<file path="config.mk">
export PLATFORM = sky130hd
export DESIGN_NAME = uart_word_deserializer
export DESIGN_NICKNAME = d
export VERILOG_FILES = /design/src/rtl/uart_word_deserializer.sv
export SDC_FILE = /design/constraint.sdc
export NUM_CORES = 1
export LEC_CHECK = 0
export CORE_ASPECT_RATIO = 1.5
export CORE_MARGIN = 3
export CORE_UTILIZATION = 50
export DETAILED_ROUTE_END_ITERATION = 10
export GPL_TIMING_DRIVEN = 0
export PLACE_DENSITY = 0.77
export SETUP_SLACK_MARGIN = 0.3
export SLEW_MARGIN = 10
export SYNTH_ARGS = -nofsm -noshare
export SYNTH_HDL_FRONTEND = slang
export SYNTH_SLANG_ARGS = --single-unit
export TNS_END_PERCENT = 10
</file>
<file path="constraint.sdc">
create_clock -name clk -period 3.77 [get_ports clk]
set_input_delay 0.754 -clock clk [delete_from_list [all_inputs] [get_ports clk]]
set_output_delay 0.754 -clock clk [all_outputs]
set_load 0.01 [all_outputs]
</file>
<file path="src/rtl/uart_word_deserializer.sv">
// UART receiver: oversampled 8-bit frames reassembled into WIDTH-bit words.
// Define UART_RX_PARITY_EN to expect an even-parity bit after bit 7 and drive parity_err.
module uart_word_deserializer #(
  parameter int WIDTH        = 16,
  parameter int CLKS_PER_BIT = 16
) (
  input  logic             clk,
  input  logic             rst_n,
  input  logic             rxd,
  output logic [WIDTH-1:0] p,
  output logic             valid,
  output logic             frame_err,
  output logic             parity_err
);

  localparam int NB = WIDTH / 8;
  localparam int TW = $clog2(CLKS_PER_BIT);
  localparam int BW = $clog2(NB) + 1;
  localparam logic [TW-1:0] T_HALF = TW'(CLKS_PER_BIT / 2 - 1);
  localparam logic [TW-1:0] T_FULL = TW'(CLKS_PER_BIT - 1);
  localparam logic [BW-1:0] B_LAST = BW'(NB - 1);

  typedef enum logic [2:0] {
    IDLE,
    START,
    DATA,
`ifdef UART_RX_PARITY_EN
    PARITY,
`endif
    STOP
  } state_t;

  state_t           state;
  logic             rx_meta;
  logic             rxs;
  logic             rxs_prev;
  logic [1:0]       settle;
  logic [TW-1:0]    timer;
  logic [2:0]       bit_idx;
  logic [BW-1:0]    byte_idx;
  logic [7:0]       shift_byte;
  logic [WIDTH-1:0] word;
  logic [WIDTH-1:0] word_next;
  logic             fall;
`ifdef UART_RX_PARITY_EN
  logic             par_bad;
`endif

  // Edge detection is held off until the synchronizer carries real line samples,
  // so a line that is already low when reset releases is not seen as a start.
  assign fall = (settle == 2'd3) && rxs_prev && !rxs;

  always_comb begin
    word_next = word;
    word_next[{byte_idx, 3'b000} +: 8] = shift_byte;
  end

  always_ff @(posedge clk or negedge rst_n) begin
    if (!rst_n) begin
      state      <= IDLE;
      rx_meta    <= 1'b1;
      rxs        <= 1'b1;
      rxs_prev   <= 1'b1;
      settle     <= '0;
      timer      <= '0;
      bit_idx    <= '0;
      byte_idx   <= '0;
      shift_byte <= '0;
      word       <= '0;
      p          <= '0;
      valid      <= 1'b0;
      frame_err  <= 1'b0;
      parity_err <= 1'b0;
`ifdef UART_RX_PARITY_EN
      par_bad    <= 1'b0;
`endif
    end else begin
      rx_meta    <= rxd;
      rxs        <= rx_meta;
      rxs_prev   <= rxs;
      if (settle != 2'd3) settle <= settle + 2'd1;
      valid      <= 1'b0;
      frame_err  <= 1'b0;
      parity_err <= 1'b0;

      case (state)
        IDLE: begin
          timer   <= '0;
          bit_idx <= '0;
          if (fall) state <= START;
        end
        START: begin
          if (timer == T_HALF) begin
            timer <= '0;
            state <= rxs ? IDLE : DATA;
          end else begin
            timer <= timer + 1'b1;
          end
        end
        DATA: begin
          if (timer == T_FULL) begin
            timer               <= '0;
            shift_byte[bit_idx] <= rxs;
            bit_idx             <= bit_idx + 3'd1;
            if (bit_idx == 3'd7) begin
`ifdef UART_RX_PARITY_EN
              state <= PARITY;
`else
              state <= STOP;
`endif
            end
          end else begin
            timer <= timer + 1'b1;
          end
        end
`ifdef UART_RX_PARITY_EN
        PARITY: begin
          if (timer == T_FULL) begin
            timer   <= '0;
            par_bad <= (^shift_byte) ^ rxs;
            state   <= STOP;
          end else begin
            timer <= timer + 1'b1;
          end
        end
`endif
        STOP: begin
          if (timer == T_FULL) begin
            timer <= '0;
            state <= IDLE;
            if (!rxs) begin
              frame_err <= 1'b1;
              byte_idx  <= '0;
            end
`ifdef UART_RX_PARITY_EN
            else if (par_bad) begin
              parity_err <= 1'b1;
              byte_idx   <= '0;
            end
`endif
            else begin
              word <= word_next;
              if (byte_idx == B_LAST) begin
                p        <= word_next;
                valid    <= 1'b1;
                byte_idx <= '0;
              end else begin
                byte_idx <= byte_idx + 1'b1;
              end
            end
          end else begin
            timer <= timer + 1'b1;
          end
        end
        default: state <= IDLE;
      endcase
    end
  end

endmodule

</file>
==> reports/qor.csv, run 1 <==
metric,value,unit
outcome,completed,
Total Nets Final,232,
Core Area,4350,um^2
post-route minimum period,1.95,ns
post-route ant nets,0,
Initial Util,53.3,%
Post-Route WL,4.01,mm
pwr dens,458,nW/um^2
Min-Delay Path Class,reg -> reg,
post-synthesis cell area,2320,um^2
First DRT Iteration DRCs,54,
Max Slew Vio Count,0,
placed cell count,260,
Peak Freq,512,MHz
die footprint,5520,um^2
Synth-to-Final Area Change,15.1,%
"commonest non-fill, non-tap cells in the layout","dfrtp_1 (47), clkdlybuf4s50_1 (19), nand2_1 (16), a22o_1 (16), inv_1 (13)",
skew final,0.00452,ns
initial antenna violation count,0,
I/O pins,22,
number of gates resized after cts,0,
die extent in y,89.5,um
Worst EP required,4.01,ns
crit path max-delay cell type,dfrtp_1,
Post-synth top flop,dfrtp_1,
Placer Congestion,0.863,
grt total ovfl,0,
CTS tree,built,
postcts setup bufs,0,
# setup viols final,0,
combinational share of power,26.3,%
share of cells above drive strength 1,17.2,%
Post-DP HPWL,2.98,mm
Crit Path Category,reg -> reg,
Mapped Cells,193,
DRC,0,
setup ws final,1.82,ns
CP bufs+invs,3,
worst-path cell chain,inv_1 > ha_1 > nor4bb_1 > buf_2 > and4_1 > buf_2 > a22o_1,
Pint,824,uW
final hold violation count,0,
# rows,29,
crit-path max cell delay,0.41,ns
CTS clock-pin slew for the worst setup and hold paths,0.08,ns
root buffer cell,clkbuf_8,
Worst setup EP type,flip-flop,
Yosys reg bits,50,
via count,1511,
"EDFF count, synth",0,
setup TNS,0,ns
Seq pwr share,49.8,%
CTS Buf Count,5,
router iterations before antenna repair,4,
"commonest non-fill, non-tap cell in the layout",dfrtp_1,
GRT Total Usage,17.6,%
clock tree buffer depth,2,
n_diodes,0,
clock latency on the worst-skew pair,0.30,ns
clock power share,23.9,%
vias in the first global route,1573,
dpl ws,1.83,ns
Avg Inst Size Synth,12.0,um^2
Ys Warns,0,
Synth cell types,40,
input/output buffers,20,
Max-cap violations,0,
sequential share of the synthesized area,54.0,%
wire length per cell,15.0,um
H-tree levels,2,
WP data arrival,2.19,ns
"Max FO, Critical Path",9,
"Top cell by count, worst path",buf_2,
largest cells by area after synthesis,"dfrtp_1 (51%), a22o_1 (6.0%), mux2_2 (5.8%), mux2i_1 (4.7%), ha_1 (4.3%)",
cts hold-fix bufs,0,
Pleak,0.00120,uW
Via density,5.66,
Net Switching,401,uW
fraction of registers with async set/reset,100,%
CP Launch Type,flip-flop,
final cell count without fillers,267,
first-pass GRT wire length,7.26,mm
largest net degree at the start of global routing,34,
crit share post-route,51.8,%
top cell type's share of synthesized area,50.6,%
Top delay family on crit path,buffers and inverters,
RSZ-0062 raised after global routing,no,
Sw Ratio,32.7,%
VDD IR max,0.267,mV
syn nets,204,
Die Span X,61.6,um
Total Power,1230,uW
Synth area leader,dfrtp_1,
CTS sink count,50,
-- cells in the mapped netlist (2+ instances only) --
cell type  count
a211oi_1       2
a22o_1        16
a22oi_1        2
a31oi_1        3
and4_1         2
and4b_1        2
buf_2          6
buf_4          2
clkbuf_1       2
dfrtp_1       47
dfstp_2        3
ha_1           8
inv_1         13
mux2_2        12
mux2i_1       11
nand2_1       16
nand3_1        4
nand4_1        2
nand4b_1       2
nor2_1         3
nor3_1         2
nor4_1         2
nor4bb_1       2
o21ai_0        8
o31ai_1        4
xnor2_1        3
-- through the flow --
stage	utilization, %	hold WS (ns)	cell area, um^2
global route	61.4	0.367	2670
global placement	59.3	0.346	2580
floorplan	-	0.345	2320
detailed placement	59.6	0.351	2590
finish	61.4	0.360	2670
CTS	61.4	0.364	2670
-- worst reg2reg max path, cell delays in order (launching register included) --
cell and delay, ns:
dfrtp_1 0.41, inv_1 0.16, ha_1 0.27, nor4bb_1 0.27, buf_2 0.26, and4_1 0.20
buf_2 0.18, a22o_1 0.15
-- power by group through the flow --
stage                     logic (uW)  registers [uW]  clock network, uW
after floorplan                  245             612                  0
after global placement           312             617                  0
after detailed placement         323             620                  0
after CTS                        326             609                303
after global routing             371             615                327
final                            323             610                293
-- area by class of cell --
class	count	area, um^2
Fill cell	357	1680
Multi-Input combinational cell	115	917
Timing Repair Buffer	21	215
Buffer	14	92.6
Sequential cell	50	1250
Inverter	14	57.6
Clock buffer	5	68.8
Clock inverter	2	10.0
Tap cell	46	57.6
-- kinds of logic (layout without fill, tap and decap cells) --
family | after synthesis | count (layout) | share of synthesized area (%)
compound gates | 37 | 37 | 11.7
xor+xnor | 4 | 4 | 1.51
fa+ha+maj | 8 | 8 | 4.31
buf+inv | 28 | 56 | 6.47
flops | 50 | 50 | 54.0
mux | 24 | 24 | 11.2
other cells | 1 | 1 | 0.161
simple gates | 41 | 41 | 10.6
-- routing by layer --
layer / part of all wire (%) / track usage (%) / vias to the layer above
li1: - / - / 737
met1: 43 / 21.2 / 745
met2: 52 / 30.2 / 23
met3: 2.5 / 3.47 / 6
met4: 2.0 / 6.95 / 0
met5: 0 / 0 / -
-- state kept, by name (all words and copies together) (netlist names), 2 cells and up --
name,cells
timer,4
state,2
shift_byte,8
settle,2
byte_idx,2
bit_idx,3
p,16
word,8
-- final timing paths --
kind | from | endpoint | slack (ns) | depth (start not counted)
worst max-delay path | byte_idx[0] | word[5] | 1.82 | 7
worst min-delay path | rx_meta | rxs | 0.36 | 0
worst min register to register | rx_meta | rxs | 0.36 | 0
max in group asynchronous | rst_n | p[4] | 2.89 | 2
worst max register to register | byte_idx[0] | word[5] | 1.82 | 7
min in group asynchronous | rst_n | timer[1] | 0.38 | 1
Note: power is estimated with default switching activity, not from simulation.
==> run 2: changes to the inputs <==
--- a/config.mk
+++ b/config.mk
@@ -10,7 +10,7 @@
 export CORE_UTILIZATION = 50
 export DETAILED_ROUTE_END_ITERATION = 10
 export GPL_TIMING_DRIVEN = 0
-export PLACE_DENSITY = 0.77
+export PLACE_DENSITY = 0.8
 export SETUP_SLACK_MARGIN = 0.3
 export SLEW_MARGIN = 10
 export SYNTH_ARGS = -nofsm -noshare
==> constraint.sdc (replaced) <==
create_clock -name clk -period 1.6 [get_ports clk]
set_input_delay 0.32 -clock clk [delete_from_list [all_inputs] [get_ports clk]]
set_output_delay 0.32 -clock clk [all_outputs]
set_load 0.01 [all_outputs]
==> run 2 against run 1 <==
Against the previous run: the flow now finishes with violations (setup timing); first-iteration DRC count down 5.6%; critical path depth unchanged; hold slack worse by 0.0017 ns; register-to-register slack worse by 1.9 ns; clock power up 130%; die area unchanged; via count up 4.0%; global-route usage up 0.53 points; largest cell class unchanged; largest power group unchanged.
==> reports/qor.csv, run 2 (synthesized netlist as in run 1, its figures left out) <==
metric,value,unit,change
Sw Ratio,32.0,%,-0.78 points
Core Area,4350,um^2,unchanged
final hold violation count,0,,unchanged
largest net degree at the start of global routing,33,,-2.9%
Max-cap violations,0,,unchanged
post-route minimum period,1.67,ns,-0.278 ns
register area,1250,um^2,unchanged
Synth-to-Final Area Change,25.1,%,
RSZ-0062 raised after global routing,yes,,
n_diodes,0,,unchanged
WP data arrival,1.91,ns,-0.28 ns
Net Switching,1020,uW,+150%
DP Area,2620,um^2,+0.96%
die footprint,5520,um^2,unchanged
outcome,"finished, violations left",,
via count,1572,,+4.0%
share of cells above drive strength 1,29.4,%,+12 points
final instance area,2900,um^2,+8.6%
Via density,5.59,,-1.1%
Post-Route WL,4.31,mm,+7.4%
"commonest non-fill, non-tap cell in the layout",dfrtp_1,,
setup TNS,-0.905,ns,-0.905 ns
Max Slew Vio Count,0,,unchanged
"Max FO, Critical Path",8,,-1
Worst setup EP type,flip-flop,,
setup ws final,-0.0742,ns,-1.89 ns
crit share post-route,105,%,+53 points
skew final,0.00731,ns,+0.00279 ns
Worst EP required,1.84,ns,-2.17 ns
Pleak,0.00136,uW,+13%
VDD IR max,0.800,mV,+200%
combinational share of power,33.8,%,+7.5 points
Pint,2170,uW,+160%
Post-DP HPWL,2.97,mm,-0.21%
Filler Cells Inserted,316,,-11%
router iterations before antenna repair,4,,unchanged
Initial Util,53.3,%,unchanged
clock latency on the worst-skew pair,0.30,ns,about the same
"commonest non-fill, non-tap cells in the layout","dfrtp_1 (47), a22o_1 (16), clkdlybuf4s15_1 (16)",,
first-pass GRT wire length,7.37,mm,+1.5%
vias in the first global route,1620,,+3.0%
GRT Total Usage,18.1,%,+0.53 points
Die Span X,61.6,um,unchanged
initial antenna violation count,0,,unchanged
clock power share,21.2,%,-2.7 points
DRC,0,,unchanged
Placer Congestion,0.817,,-5.4%
I/O pins,22,,unchanged
CTS sink count,50,,unchanged
failing checks,setup timing,,
# setup viols final,24,,+24
CTS tree,built,,
Seq pwr share,45.0,%,-4.8 points
Total Nets Final,246,,+6.0%
Multi-input gate area,991,um^2,+8.0%
CTS clock-pin slew for the worst setup and hold paths,0.08,ns,about the same
Biggest register,p,,
root buffer cell,clkbuf_8,,
# rows,29,,unchanged
CP Launch Type,flip-flop,,
clock tree buffer depth,2,,unchanged
pwr dens,1100,nW/um^2,+140%
grt total ovfl,0,,unchanged
die extent in y,89.5,um,unchanged
number of flip-flops in the largest register,16,,unchanged
H-tree levels,2,,unchanged
Min-Delay Path Class,reg -> reg,,
First DRT Iteration DRCs,51,,-5.6%
CTS Buf Count,5,,unchanged
wire length per cell,15.3,um,+2.1%
Crit Path Category,reg -> reg,,
Regs by FF count,"p (16), shift_byte (8), word (8)",,
input/output buffers,20,,unchanged
post-route ant nets,0,,unchanged
Peak Freq,597,MHz,+17%
## run 2: through the flow
| step | setup slack (ns) | hold slack (ns) | power [uW] | utilization [%] | std cells |
|---|---|---|---|---|---|
| floorplan | -0.0480 | 0.0244 | 2040 | - | 193 |
| global placement | -1.18 | 0.346 | 2210 | 59.8 | 259 |
| detailed placement | -0.247 | 0.294 | 2250 | 60.2 | 260 |
| CTS | -0.0801 | 0.359 | 3170 | 65.9 | 281 |
| global route | -0.166 | 0.368 | 3400 | 66.7 | 281 |
| finish | -0.0742 | 0.359 | 3190 | 66.7 | 281 |
## run 2: final timing paths
path	startpoint	endpoint	slack, ns	cells after the start
max	byte_idx[0]	word[6]	-0.07	7
min	rx_meta	rxs	0.36	0
max reg2reg	byte_idx[0]	word[6]	-0.07	7
min reg2reg	rx_meta	rxs	0.36	0
max in group asynchronous	rst_n	p[10]	0.60	3
min in group asynchronous	rst_n	p[8]	0.49	2
## run 2: worst max-delay path, cell delays in order (launching register included)
cell	delay, ns
dfrtp_1	0.39
inv_2	0.11
ha_4	0.22
nor4bb_2	0.28
buf_4	0.17
and4_1	0.18
buf_6	0.13
a22o_1	0.14
## run 2: power groups by stage
| stage | Clock (uW) | Sequential (uW) | Combinational [uW] |
|---|---|---|---|
| 3_5_place_dp | 0 | 1460 | 791 |
| 2_1_floorplan | 0 | 1440 | 594 |
| 6_report | 678 | 1440 | 1080 |
| 4_1_cts | 706 | 1430 | 1030 |
| 5_1_grt | 768 | 1450 | 1190 |
| 3_3_place_gp | 0 | 1460 | 755 |
## run 2: per-layer routing
| layer | up-vias | global-route usage, % | share of wire, % |
|---|---|---|---|
| met3 | 12 | 4.19 | 3.1 |
| met5 | - | 0 | 0 |
| li1 | 769 | - | - |
| met1 | 765 | 20.6 | 40 |
| met4 | 0 | 9.46 | 3.4 |
| met2 | 26 | 30.8 | 53 |
## run 2: cell type report
cell class / instances / area share [%]
clock inverters: 2 / 0.345
well taps: 46 / 1.98
repair buffers: 35 / 11.8
clock buffers: 5 / 2.37
flip-flops and latches: 50 / 43.2
inverters: 14 / 1.98
plain buffers: 14 / 4.14
multi-input cells: 115 / 34.1
## run 2: timing repair
item,4_1_cts,5_1_grt
setup buffers,13,0
endpoints found under the setup margin,61,58
hold buffers,1,0
pin swaps,7,9
endpoints found under the hold margin,15,0
gates resized for setup,41,19
